`src/rtl/ctrl_resolve_unit.sv`:
```
// rtl/ctrl_resolve_unit.sv - control-ALU result consumer: recovery pulse, squash window, predictor update queue
module ctrl_resolve_unit #(
    parameter int SIZE_PC       = 32,
    parameter int DEPTH         = 4,
    parameter int SQUASH_CYCLES = 2
) (
    input  logic               clk,
    input  logic               reset,
    input  logic               valid_i,
    input  logic [SIZE_PC-1:0] pc_i,
    input  logic [SIZE_PC-1:0] nextPC_i,
    input  logic               direction_i,
    input  logic [7:0]         flags_i,
    input  logic               flush_i,
    output logic               recover_o,
    output logic [SIZE_PC-1:0] recoverPC_o,
    output logic               updValid_o,
    input  logic               updReady_i,
    output logic [SIZE_PC-1:0] updPC_o,
    output logic [SIZE_PC-1:0] updTarget_o,
    output logic               updDir_o,
    output logic               updCond_o,
    output logic               full_o,
    output logic               overflow_o,
    output logic [31:0]        brCount_o,
    output logic [31:0]        mispCount_o
);

    localparam int AW  = (DEPTH > 1) ? $clog2(DEPTH) : 1;
    localparam int CW  = AW + 1;
    localparam int SCW = $clog2(SQUASH_CYCLES + 1);
    localparam logic [CW-1:0]  DEPTH_C  = CW'(DEPTH);
    localparam logic [SCW-1:0] SQUASH_C = SCW'(SQUASH_CYCLES);

    typedef enum logic {IDLE, SQUASH} state_t;

    state_t         state, state_next;
    logic [SCW-1:0] squash_cnt, squash_cnt_next;

    logic [SIZE_PC-1:0] pc_mem  [DEPTH];
    logic [SIZE_PC-1:0] tgt_mem [DEPTH];
    logic               dir_mem [DEPTH];
    logic               cond_mem[DEPTH];

    logic [AW-1:0] wr_ptr, rd_ptr;
    logic [CW-1:0] count;

    logic accept, mispredict, q_full, q_nonempty, push, pop;

    assign accept     = valid_i & flags_i[7] & flags_i[2] & (state == IDLE) & ~flush_i;
    assign mispredict = accept & flags_i[0];
    assign q_full     = (count == DEPTH_C);
    assign q_nonempty = (count != '0);
    assign pop        = q_nonempty & updReady_i;
    // A full queue still takes a push when the head leaves in the same cycle.
    assign push       = accept & (~q_full | pop);

    // Next-state logic: squash window is entered on an accepted mispredict, flush forces idle.
    always_comb begin
        state_next      = state;
        squash_cnt_next = squash_cnt;
        if (flush_i) begin
            state_next      = IDLE;
            squash_cnt_next = '0;
        end else begin
            case (state)
                IDLE: begin
                    if (mispredict) begin
                        state_next      = SQUASH;
                        squash_cnt_next = SQUASH_C;
                    end
                end
                SQUASH: begin
                    squash_cnt_next = squash_cnt - SCW'(1);
                    if (squash_cnt <= SCW'(1)) begin
                        state_next      = IDLE;
                        squash_cnt_next = '0;
                    end
                end
                default: begin
                    state_next      = IDLE;
                    squash_cnt_next = '0;
                end
            endcase
        end
    end

    // State register for the squash FSM.
    always_ff @(posedge clk or negedge reset) begin
        if (!reset) begin
            state      <= IDLE;
            squash_cnt <= '0;
        end else begin
            state      <= state_next;
            squash_cnt <= squash_cnt_next;
        end
    end

    // Recovery pulse: one cycle after the accepted mispredict, target held until the next one.
    always_ff @(posedge clk or negedge reset) begin
        if (!reset) begin
            recover_o   <= 1'b0;
            recoverPC_o <= '0;
        end else begin
            recover_o <= mispredict;
            if (mispredict) begin
                recoverPC_o <= nextPC_i;
            end
        end
    end

    // Queue storage; contents need no reset because outputs are gated by occupancy.
    always_ff @(posedge clk) begin
        if (push) begin
            pc_mem[wr_ptr]   <= pc_i;
            tgt_mem[wr_ptr]  <= nextPC_i;
            dir_mem[wr_ptr]  <= direction_i;
            cond_mem[wr_ptr] <= flags_i[5];
        end
    end

    // Queue pointers and occupancy; flush discards everything in flight.
    always_ff @(posedge clk or negedge reset) begin
        if (!reset) begin
            wr_ptr <= '0;
            rd_ptr <= '0;
            count  <= '0;
        end else if (flush_i) begin
            wr_ptr <= '0;
            rd_ptr <= '0;
            count  <= '0;
        end else begin
            if (push) begin
                wr_ptr <= wr_ptr + AW'(1);
            end
            if (pop) begin
                rd_ptr <= rd_ptr + AW'(1);
            end
            case ({push, pop})
                2'b10:   count <= count + CW'(1);
                2'b01:   count <= count - CW'(1);
                default: count <= count;
            endcase
        end
    end

    // Sticky overflow and saturating statistics; flush leaves these alone.
    always_ff @(posedge clk or negedge reset) begin
        if (!reset) begin
            overflow_o  <= 1'b0;
            brCount_o   <= '0;
            mispCount_o <= '0;
        end else begin
            if (accept && q_full && !pop) begin
                overflow_o <= 1'b1;
            end
            if (accept && brCount_o != 32'hFFFF_FFFF) begin
                brCount_o <= brCount_o + 32'd1;
            end
            if (mispredict && mispCount_o != 32'hFFFF_FFFF) begin
                mispCount_o <= mispCount_o + 32'd1;
            end
        end
    end

    assign updValid_o  = q_nonempty;
    assign updPC_o     = q_nonempty ? pc_mem[rd_ptr]   : '0;
    assign updTarget_o = q_nonempty ? tgt_mem[rd_ptr]  : '0;
    assign updDir_o    = q_nonempty & dir_mem[rd_ptr];
    assign updCond_o   = q_nonempty & cond_mem[rd_ptr];
    assign full_o      = q_full;

endmodule
```
`config.mk`:
```
export PLATFORM = sky130hd
export DESIGN_NAME = ctrl_resolve_unit
export DESIGN_NICKNAME = d
export VERILOG_FILES = /design/src/rtl/ctrl_resolve_unit.sv
export SDC_FILE = /design/constraint.sdc
export NUM_CORES = 1
export LEC_CHECK = 0
export ABC_AREA = 1
export CAP_MARGIN = 20
export CORE_AREA = 8 8 192 194
export DETAILED_ROUTE_END_ITERATION = 7
export DIE_AREA = 0 0 200 202
export PLACE_DENSITY_LB_ADDON = 0.2
export RECOVER_POWER = 25
export SYNTH_ARGS = -nofsm -noshare
export SYNTH_HDL_FRONTEND = slang
export SYNTH_SLANG_ARGS = --single-unit
```
`constraint.sdc`:
```
create_clock -name clk -period 4.55 [get_ports clk]
set_clock_uncertainty 0.15 [all_clocks]
set_input_delay 1.1375 -clock clk [delete_from_list [all_inputs] [get_ports clk]]
set_output_delay 1.1375 -clock clk [all_outputs]
set_load 0.005 [all_outputs]
```
Word level (Yosys, flattened, before mapping):

Memories as Yosys holds them, arrays and structs flattened.
Index checks and enable logic that the tools add are counted.

* bits in writable memories: 264
* memories kept: 4
* logic and storage cells: 68
* input port bits: 78
* flip-flop bits (word level): 108

Memory list
* pc_mem: depth 4, bits a word 32, rd ports 1, clocked after Yosys merged registers in 0, write ports 1, RTL line 40 `logic [SIZE_PC-1:0] pc_mem [DEPTH];`
* tgt_mem: depth 4, bits a word 32, rd ports 1, clocked after Yosys merged registers in 0, write ports 1, RTL line 41 `logic [SIZE_PC-1:0] tgt_mem [DEPTH];`
* cond_mem: depth 4, bits a word 1, rd ports 1, clocked after Yosys merged registers in 0, write ports 1, RTL line 43 `logic cond_mem[DEPTH];`
* dir_mem: depth 4, bits a word 1, rd ports 1, clocked after Yosys merged registers in 0, write ports 1, RTL line 42 `logic dir_mem [DEPTH];`

* bitwise logic cells: 13
* magnitude comparators: 1
* eq/ne operators: 6
* add/subtract/negate cells: 7
* reductions and logical operators: 9
* multiplexer cells: 18

Operators by type and width (number)
* 32-bit by 1-bit adder with 32-bit output (second input constant): 2
* 32-bit two-way mux: 2
* 32-bit inequality test (second input constant): 2
* 2-bit two-way mux: 7
* 1-bit bitwise AND: 9
* 3-bit case mux with 2 select lines: 1
* 3-bit nonzero test: 2
* 1-bit two-way mux: 5
* 2-bit by 1-bit adder with 2-bit output (second input constant): 2
* 1-bit logical AND: 4
* 2-bit case mux with 2 select lines: 1
* 2-bit nonzero test: 2
* 3-bit by 1-bit adder with 3-bit output (second input constant): 1
* 3-bit equality test (second input constant): 1
* 3-bit two-way mux: 1
* 3-bit inequality test (second input constant): 1
* 1-bit inverter: 3
* 3-bit by 1-bit subtractor with 3-bit output (second input constant): 1
* 2-bit by 1-bit equality test with 1-bit output (second input constant): 1
* 2-bit equality test (second input constant): 1
* 2-bit by 1-bit <= comparator with 1-bit output (second input constant): 1
* 1-bit case mux with 2 select lines: 1
* 2-bit by 1-bit subtractor with 2-bit output (second input constant): 1
* 1-bit zero test: 1
* 1-bit bitwise OR: 1

Longest topological paths before layout:

* depth in word-level cells: 8
* mapped depth: 11

Worst setup path after synthesis:

No wires, ideal clock.

* kind: input to register
* start point: input flush_i
* end point: memory cond_mem[0], enable pin
* library setup time: 0.490 ns
* stages on the path: 6
* data arrival time: 4.488 ns
* required time: 3.910 ns
* setup slack: -0.579 ns
* cells stage by stage: inv_4 > nand2_2 > nor2_4 > buf_6 > nand2_1 > nor2_1

* longest elaborated chain between the ends: 5

RTL lines
* start, declared: RTL line 14 `input logic flush_i,`
* 1-bit inverter: RTL line 50 `assign accept = valid_i & flags_i[7] & flags_i[2] & (state == IDLE) & ~flush_i;`
* 1-bit bitwise AND: RTL line 50
* 1-bit bitwise AND: RTL line 56 `assign push = accept & (~q_full | pop);`
* 1-bit two-way mux: RTL line 114 `if (push) begin`
* 1-bit two-way mux (not written as such): RTL line 118 `cond_mem[wr_ptr] <= flags_i[5];`
* end, declared: RTL line 43

Every way passes these cells.

Worst setup path after layout:

* start point: register rd_ptr[1]
* end point: output updTarget_o[30]

* longest elaborated chain between the ends: 2

RTL lines
* start, declared: RTL line 45 `logic [AW-1:0] wr_ptr, rd_ptr;`
* start signal, assigned: RTL line 137 `rd_ptr <= rd_ptr + AW'(1);`
* memory read 4 x 32 bit
* 32-bit two-way mux: RTL line 168 `assign updTarget_o = q_nonempty ? tgt_mem[rd_ptr] : '0;`
* end, declared: RTL line 20 `output logic [SIZE_PC-1:0] updTarget_o,`

Every way passes these cells.

==> results.md <==
* Outcome: complete, but fails checks
* Failing checks: max-capacitance violations, max-slew violations
* Placement Cell Area at 19,270 um^2
* I/O Pins at 244
* Layout Area Growth over Synthesis at 25.75%
* Met1 Track Usage GR at 26.88%
* Iter 0 DRT Violations at 744
* Final slew viol count at 58
* Yosys reg bits at 372
* Per-cell routed wire length at 17.19 um
* GR peak layer: met2
* Dpl cells at 2,333
* Cts repair resizes at 0
* Largest net degree at the start of global routing at 99
* Die area at 40,400 um^2
* Setup crit start: rd_ptr[1]
* Row count at 68
* Final Total Pwr at 9.169 mW
* Largest family of logic cells by synthesized area: simple AND/OR/NAND/NOR gates
* Hold path start: recoverPC_o[27]
* Num CTS Buffers at 40
* Ys Warns at 0
* Internal Power at 6.671 mW
* H-Tree Depth at 2
* Setup CP Type: flip-flop to output port
* Area of the multi-input gates at 5159 um^2
* Post-CTS Setup Inserts at 0
* Die X-Extent at 200 um
* Grt met3 use at 4.075%
* Power Dens Cells at 445.1 nW/um^2
* Critical Path AT at 3030 ps
* Sw power at 2.498 mW
* Worst Hold Class: flip-flop to flip-flop
* Tcrit/Tclk final at 94.79%
* Hold Crit Depth at 2
* Skew-Pair Late Insertion Delay at 530 ps
* Gate Count Post-Synth at 1,688
* Final-report hold violation count at 0
* Final wirelength at 41,440 um
* Core ar. at 33,950 um^2
* Final Cell Area at 20,600 um^2
* Via count at 12,353
* Final Setup Violations at 0
* Fraction of layout cells with a size suffix above 1 at 5.994%
* Congestion Overflow GR at 0
* Synth Area in Compound Gates at 6.736%
* Synth Area in Adders at 0.5805%
* # fillers at 2,857
* Sw Share at 27.24%
* TritonCTS clock tree: done
* RSZ-0062 raised after global routing: false
* Final Wtd Congestion at 0.8705
* Register area at 10,640 um^2
* NumNets Final at 2,005
* Comb power frac at 22.7%
* Post-DR vias/cell at 5.126
* Worst EP required at 3260 ps
* Relative slew slack at -2.974%
* Highest clock rate at 231.9 MHz
* Synth cell types at 32
* Drc violations at 0
* Minimum clock period at 4313 ps
* M2 GR Usage at 34.23%
* Worst-Margin Slew at 1545 ps
* Post-DRT Antenna Nets at 0
* Clock sinks at 372
* Finished Layout Cells at 2,410
* Root buffer cell: clkbuf_16
* Synth Area in XOR/XNOR at 1.390%
* Synthesized cell area at 16,380 um^2
* Reg2reg path depth at 10
* Hold-fix buffers at CTS at 0
* Fraction of the mapped netlist area in simple logic gates at 22.60%
* Vias in the first global route at 12,264
* Max IR drop VDD at 0.3362 mV
* Die Span Y at 202 um
* Multiplexer share of the synthesized area at 0%
* Worst flop-to-flop path startpoint: brCount_o[0]
* CP Capture Type: output port
* Gr usage total at 20.45%
* Clock buffer depth at 3
* Post-DP HPWL at 26,650 um
* Clk network pwr share at 35.0%
* Initial Util at 48.26%
* Global-route wire length before repair at 65,830 um
* Max-Cap Viols at 1
* Sequential-to-total area share from yosys stat at 64.89%
* Initial DRT Pass Iterations at 5
* Crit-path max FO at 41
* Clk slew on worst S/H paths at 60 ps
* Syn nets at 1,773
* Worst setup SP type: flip-flop
* P_leak at 7.882 nW
* Worst hold endpoint: recoverPC_o[27]
* Sequential Power Share at 42.3%
* RR Endpoint: brCount_o[23]
* Reg2reg setup slack at 2150 ps
* Synth Area per Inst at 9.705 um^2
* Antenna violations before repair at 0
* Port bufs at 239
critical path, cell delays in order (launching register included):
cell and delay, ps:
dfrtp_2 710, inv_2 440, buf_12 330, nor2_1 110
o21ai_0 90, a21oi_1 250, clkdlybuf4s50_1 560
cells in the mapped netlist:
cell type	count	share of area (%)
a31o_2	1	0.053
nor2_1	368	8.4
nand3b_1	3	0.14
fa_1	1	0.12
nand2_1	486	11
inv_1	61	1.4
nor2_4	5	0.34
clkbuf_1	34	0.78
dfrtp_1	108	16
o21ai_1	1	0.031
o31ai_1	1	0.046
nand2_4	5	0.34
a21oi_1	69	2.1
nand2_2	4	0.15
buf_4	7	0.32
buf_6	8	0.55
nand4_1	8	0.31
o41ai_1	1	0.053
inv_4	3	0.11
nor2_8	1	0.12
edfxtp_1	264	48
nor2_2	5	0.19
o21ai_0	144	4.4
ha_1	6	0.46
xnor2_1	15	0.80
o211ai_1	1	0.046
xor2_1	11	0.59
inv_2	4	0.092
buf_2	15	0.46
nand2_8	1	0.12
buf_1	4	0.092
nand3_1	43	1.3
per-stage QoR:
step                      hold WS, ps  setup TNS (ps)  util [%]  worst slack (ps)
final                           329.3               0     60.68             237.0
after global routing            355.5               0     60.66             30.28
after CTS                       332.0               0     60.67             181.6
after detailed placement        314.1               0     56.77             771.5
after global placement          312.6               0     56.77             764.5
after floorplan                 304.3         -152740         -            -578.6
logic make-up after synthesis:
family,Yosys count
simple gates,929
xor+xnor,26
fa+ha+maj,7
buf+inv,136
flops,372
compound gates,218
layer usage:
| metal | vias up | share of wire (%) |
|---|---|---|
| li1 | 6035 | - |
| met1 | 5931 | 42 |
| met2 | 328 | 49 |
| met3 | 59 | 7.1 |
| met4 | 0 | 1.9 |
| met5 | - | 0 |
how the worst max path moves through the flow:
stage	end	slack (ps)
final	updTarget_o[30]	240
after global routing	updTarget_o[28]	30
after CTS	updTarget_o[29]	180
after detailed placement	updTarget_o[29]	770
after global placement	updTarget_o[29]	760
after floorplan	cond_mem[0]	-580
flip-flops by register name, summed over array words and instances, names as in the netlist:
signal / count
count: 3
brCount_o: 32
tgt_mem: 128
rd_ptr: 2
overflow_o: 1
state: 1
mispCount_o: 32
squash_cnt: 2
cond_mem: 4
recover_o: 1
pc_mem: 128
recoverPC_o: 32
wr_ptr: 2
dir_mem: 4
placed cells by master, fill, tap and decap left out, types with 3 or more instances in the layout:
master             n
nand2_2            4
nor2_4             9
xor2_1            11
nand3_1           43
diode_2            3
buf_4             10
nor2_2             5
nand2_1          486
clkdlybuf4s50_1  194
inv_4              3
clkbuf_1          13
nand3b_1           3
nand4_1            8
dfrtp_1          106
buf_12             9
clkbuf_8           7
ha_1               6
xnor2_1           15
inv_1             60
inv_2              4
a21oi_1           69
nand2_4            5
o21ai_0          144
nor2_1           364
dlygate4sd3_1     44
clkinv_2           6
clkbuf_16         42
edfxtp_1         264
power by group through the flow:
stage	clock network (mW)	logic (mW)	registers [mW]
floorplan	0	0.906	3.90
global placement	0	2.10	3.94
detailed placement	0	2.12	3.94
CTS	3.29	2.14	3.88
global route	3.42	2.28	3.89
finish	3.21	2.08	3.88
layout make-up:
cell class | count | area share [%]
clock inverter | 12 | 0.6195
inverter | 68 | 1.282
multi-input combinational | 1180 | 25.04
clock buffer | 62 | 5.806
sequential | 372 | 51.62
antenna | 3 | 0.03644
timing repair buffer | 258 | 12.83
tap | 455 | 2.763
(Power assumes the default switching activity.)
